==> config.mk <==
export PLATFORM = sky130hd
export DESIGN_NAME = neighbor_serializer
export DESIGN_NICKNAME = d
export VERILOG_FILES = /design/src/rtl/neighbor_serializer.sv
export SDC_FILE = /design/constraint.sdc
export NUM_CORES = 1
export LEC_CHECK = 0
export BUFFER_PORTS_ARGS = -buffer_cell sky130_fd_sc_hd__buf_2
export CORE_MARGIN = 2
export CORE_UTILIZATION = 41
export DETAILED_ROUTE_END_ITERATION = 8
export PLACE_DENSITY_LB_ADDON = 0.25
export SETUP_SLACK_MARGIN = 0.4
export SLEW_MARGIN = 20
export SYNTH_ARGS = -nofsm -noshare
export SYNTH_HDL_FRONTEND = slang
export SYNTH_SLANG_ARGS = --single-unit
==> constraint.sdc <==
create_clock -name clk -period 1.67 [get_ports clk]
set_clock_uncertainty 0.05 [all_clocks]
set_input_delay 0.167 -clock clk [delete_from_list [all_inputs] [get_ports clk]]
set_output_delay 0.167 -clock clk [all_outputs]
set_load 0.005 [all_outputs]
==> src/rtl/neighbor_serializer.sv <==
// Neighbour-value frame transmitter: parallel capture of NUM_NBR values,
// then one value per beat on a narrow valid/ready bus with slot index.
module neighbor_serializer #(
   parameter int             NUM_NBR  = 4,
   parameter int             W        = 2,
   parameter logic [W-1:0]   IDLE_VAL = {W{1'b1}}
) (
   input  logic                 clk,
   input  logic                 rst,
   input  logic                 high,
   input  logic                 load_valid,
   output logic                 load_ready,
   input  logic [NUM_NBR*W-1:0] nbr_flat,
   output logic                 tx_valid,
   input  logic                 tx_ready,
   output logic [W-1:0]         tx_data,
   output logic [2:0]           tx_slot,
   output logic                 tx_first,
   output logic                 tx_last,
   output logic                 frame_done
);

   localparam int         BW   = NUM_NBR * W;
   localparam logic [2:0] LAST = 3'(NUM_NBR - 1);

   localparam logic [1:0] IDLE = 2'd0;
   localparam logic [1:0] SEND = 2'd1;
   localparam logic [1:0] DONE = 2'd2;

   logic [1:0]    state_q, state_d;
   logic [BW-1:0] buf_q, buf_d;
   logic          load_ready_q, load_ready_d;
   logic          tx_valid_q, tx_valid_d;
   logic [W-1:0]  tx_data_q, tx_data_d;
   logic [2:0]    tx_slot_q, tx_slot_d;
   logic [2:0]    slot_nxt;
   logic          tx_first_q, tx_first_d;
   logic          tx_last_q, tx_last_d;
   logic          frame_done_q, frame_done_d;

   assign slot_nxt = tx_slot_q + 3'd1;

   always_comb begin
      state_d      = state_q;
      buf_d        = buf_q;
      tx_valid_d   = tx_valid_q;
      tx_data_d    = tx_data_q;
      tx_slot_d    = tx_slot_q;
      tx_first_d   = tx_first_q;
      tx_last_d    = tx_last_q;
      frame_done_d = 1'b0;
      if (!high) begin
         // Dropping enable abandons the frame without a completion pulse
         state_d    = IDLE;
         tx_valid_d = 1'b0;
         tx_data_d  = IDLE_VAL;
         tx_slot_d  = 3'd0;
         tx_first_d = 1'b0;
         tx_last_d  = 1'b0;
      end else begin
         unique case (state_q)
            IDLE: begin
               tx_valid_d = 1'b0;
               tx_data_d  = IDLE_VAL;
               tx_slot_d  = 3'd0;
               tx_first_d = 1'b0;
               tx_last_d  = 1'b0;
               if (load_valid) begin
                  buf_d      = nbr_flat;
                  state_d    = SEND;
                  tx_valid_d = 1'b1;
                  tx_data_d  = nbr_flat[W-1:0];
                  tx_first_d = 1'b1;
                  tx_last_d  = (LAST == 3'd0);
               end
            end
            SEND: begin
               if (tx_valid_q && tx_ready) begin
                  if (tx_slot_q == LAST) begin
                     state_d      = DONE;
                     tx_valid_d   = 1'b0;
                     tx_data_d    = IDLE_VAL;
                     tx_first_d   = 1'b0;
                     tx_last_d    = 1'b0;
                     frame_done_d = 1'b1;
                  end else begin
                     tx_slot_d  = slot_nxt;
                     tx_data_d  = buf_q[slot_nxt*W +: W];
                     tx_first_d = 1'b0;
                     tx_last_d  = (slot_nxt == LAST);
                  end
               end
            end
            DONE: begin
               state_d   = IDLE;
               tx_slot_d = 3'd0;
            end
            default: begin
               state_d    = IDLE;
               tx_valid_d = 1'b0;
               tx_data_d  = IDLE_VAL;
               tx_slot_d  = 3'd0;
               tx_first_d = 1'b0;
               tx_last_d  = 1'b0;
            end
         endcase
      end
      load_ready_d = high && (state_d == IDLE);
   end

   always_ff @(posedge clk) begin
      if (rst) begin
         state_q      <= IDLE;
         buf_q        <= {NUM_NBR{IDLE_VAL}};
         load_ready_q <= 1'b0;
         tx_valid_q   <= 1'b0;
         tx_data_q    <= IDLE_VAL;
         tx_slot_q    <= 3'd0;
         tx_first_q   <= 1'b0;
         tx_last_q    <= 1'b0;
         frame_done_q <= 1'b0;
      end else begin
         state_q      <= state_d;
         buf_q        <= buf_d;
         load_ready_q <= load_ready_d;
         tx_valid_q   <= tx_valid_d;
         tx_data_q    <= tx_data_d;
         tx_slot_q    <= tx_slot_d;
         tx_first_q   <= tx_first_d;
         tx_last_q    <= tx_last_d;
         frame_done_q <= frame_done_d;
      end
   end

   assign load_ready = load_ready_q;
   assign tx_valid   = tx_valid_q;
   assign tx_data    = tx_data_q;
   assign tx_slot    = tx_slot_q;
   assign tx_first   = tx_first_q;
   assign tx_last    = tx_last_q;
   assign frame_done = frame_done_q;

endmodule

==> impl_metrics.ini <==
[sta]
max_freq_mhz = 664.3
slew_viol_final = 0
min_period_over_period_pct = 90.14
grt_setup_unrepaired = yes
min_period_ns = 1.505
setup_tns_ns = 0
worst_pin_slew_ns = 0.1924
maxSlewHeadroom_pct = 86.81
hold_violations = 0
finalSetupViolCount = 0

[logic_synthesis]
synth_nets = 118
synth-seq-cells = 20
ys_warn_count = 0
synth.distinct_cells = 27
netlist_area_um2 = 880.8
syn_area_per_cell_um2 = 8.636
seq_area_frac_synth_pct = 45.45
synth_cells = 102

[global_route]
antenna_found_initial = 0
grt_util_met3_pct = 2.976
grt_max_degree = 12
gr-usage-met1_pct = 21.34
grt_usage_pct = 15.92
grt_use_met2_pct = 25.66
grt.busiest_layer = met2
grt_pass1_wl_um = 3132
grt_pass1_vias = 706
overflow = 0

[worst_setup_path]
cp_cell_sequence = ha_4 > ha_4 > nand2_1 > or4_1 > a21oi_1
startpoint_type = register
critPathRequiredTime_ns = 1.85
r2r-end = tx_last
reg2reg_slack_ns = 0.16
cpLargestDelayFamily = adder cells
cp_slowest_stage_delay_ns = 0.39
cp.arrival_ns = 1.69
cp_max_fo = 4
path_class = reg -> reg
crit_buf_inv = 0
cpMaxStageDelayCell = or4_1
ff2ff_path_depth = 5
critPathCaptureType = register
crit_path_frequent_cell = ha_4
reg2reg_from = tx_slot[0]

[pwr]
power.leakage_uw = 0.0005014
ir_drop_mv = 0.4391
powerDensity_nw_per_um2 = 691.0

[finish]
drive_gt1_share_pct = 38.46
final_cells = 157
fillerInstances = 183
nNetsFinal = 147
antennaDiodeCount = 0
areaGrowthSynthToFinish_pct = 36.22

[floorplan]
die_area_um2 = 2535
initial_core_util_pct = 44.00
io-pin-count = 23
die_y_um = 50.35
coreArea_um2 = 2002
rows = 16
die_w_um = 50.35

[cts]
cts_buffer_depth = 2
cts_root_buf = clkbuf_4
clk_latency_ns = 0.29
cts_tree = yes
cts_made_buffers = 3
cts.clk_slew.worst_paths_ns = 0.11
htreeDepth = 1
clock_sinks = 20

[hold_path]
min_path_cells = 3
hold_path_end = buf_q[5]
min_path_type = in -> reg
hold_path_startpoint = nbr_flat[5]

[place]
post-dp-hpwl_um = 1370
placedCellCount = 150
routabilityCongestion = 0.7948
io_buffer_count = 22

[routing]
dr.pass1.iters = 5
via_per_inst = 4.834
ant_nets = 0
wire_per_inst_um = 11.57
post-route-drc-count = 0
dr_total_vias = 759
drtIter0Drc = 12
wl_um = 1816

[status]
status = finished clean

[run]
maxCapViolCount = 0
power breakdown:
part | switching (µW) | internal (µW) | leakage, µW
Sequential | 10.7 | 494 | 0.000166
Clock | 140 | 92.9 | 0.0000150
Combinational | 48.3 | 44.0 | 0.000321
Total | 199 | 630 | 0.000501
routing by layer:
layer,vias up,wire length (µm)
met2,18,844
met5,-,0
met1,333,873
li1,406,-
met3,2,88
met4,0,10
stage by stage:
stage / utilization [%] / instance area (µm²) / hold WS (ns) / total power [µW] / worst slack, ns
global route: 59.94 / 1200 / 0.01864 / 879.0 / 0.1250
global placement: 54.25 / 1086 / 0.3231 / 600.8 / 0.2137
floorplan: - / 945.9 / 0.2229 / 567.3 / 0.2248
CTS: 56.50 / 1131 / 0.01482 / 838.3 / 0.1701
detailed placement: 54.25 / 1086 / 0.3317 / 603.4 / 0.1762
finish: 59.94 / 1200 / 0.02578 / 829.2 / 0.1646
how the worst max path moves through the flow:
stage                    start    endpoint  depth (start not counted)
floorplan           tx_slot[0]  tx_data[0]                          6
global placement    tx_slot[1]     tx_last                          5
detailed placement  tx_slot[1]  tx_data[1]                          5
CTS                 tx_slot[0]  tx_data[1]                          5
global route        tx_slot[0]     tx_last                          5
finish              tx_slot[0]     tx_last                          5
cells in the mapped netlist:
library cell	number	area share [%]
inv_1	3	1.3
nand3_1	1	0.57
dfxtp_1	20	45
o21ai_0	4	2.3
nand2_1	25	11
or2_1	1	0.71
o21ai_2	1	0.99
nor2_1	7	3.0
a211oi_1	2	1.7
nor2b_1	2	1.4
o221ai_1	2	2.0
and3_1	1	0.71
and2_2	1	0.85
a311oi_1	1	0.99
nand2b_1	3	2.1
or2b_1	1	0.85
xnor2_1	1	0.99
a221o_1	2	2.3
mux2i_1	4	4.5
nand3b_1	8	6.8
o21bai_1	1	0.85
buf_2	1	0.57
clkbuf_1	2	0.85
a21oi_1	3	1.7
and2_1	1	0.71
or4_1	1	0.85
ha_1	3	4.3
cell type report:
cell class / count / area, µm² / share of cell area [%]
Multi-Input combinational cell: 76 / 555.5 / 46.30
Timing Repair Buffer: 27 / 163.9 / 13.66
Inverter: 3 / 11.26 / 0.9385
Sequential cell: 20 / 409.1 / 34.10
Clock buffer: 4 / 26.28 / 2.190
Tap cell: 27 / 33.78 / 2.815
tightest hold or removal path, delay by kind of cell:
family | cells | cell delay, ns
buffers and inverters | 1 | 0.07
AND/OR/NAND/NOR | 2 | 0.10
cell usage in the layout, fill, tap and decap left out, drive strengths merged, types with 2 or more instances in the layout:
| master | n |
|---|---|
| nand3b | 8 |
| dfxtp | 20 |
| o221ai | 2 |
| a21oi | 3 |
| ha | 3 |
| mux2i | 4 |
| inv | 3 |
| o21ai | 5 |
| nor2 | 7 |
| and2 | 2 |
| a221o | 2 |
| clkbuf | 4 |
| nand2 | 25 |
| nor2b | 2 |
| a211oi | 2 |
| nand2b | 3 |
| buf | 27 |
registers in the layout, summed over array words and instances (netlist names):
| register | count |
|---|---|
| frame_done | 1 |
| load_ready | 1 |
| buf_q | 8 |
| tx_last | 1 |
| tx_first | 1 |
| tx_data | 2 |
| state_q | 2 |
| tx_slot | 3 |
| tx_valid | 1 |
cells by family (layout without fill, tap and decap cells):
group / Yosys count / count (layout) / share of synthesized area, %
and+or+nand+nor: 52 / 52 / 29.26
AOI/OAI and AO/OA: 16 / 16 / 12.78
adders and majority gates: 3 / 3 / 4.262
DFF: 20 / 20 / 45.45
buffers and inverters: 6 / 34 / 2.699
xor gates and xnor gates: 1 / 1 / 0.9945
muxes: 4 / 4 / 4.546
repair_timing:
action	in CTS	in global routing
pin swaps	0	5
setup endpoints to repair	9	16
buffers inserted	1	2
hold buffers	0	0
resized for setup	3	12
Power figures use the tool's default switching activity.
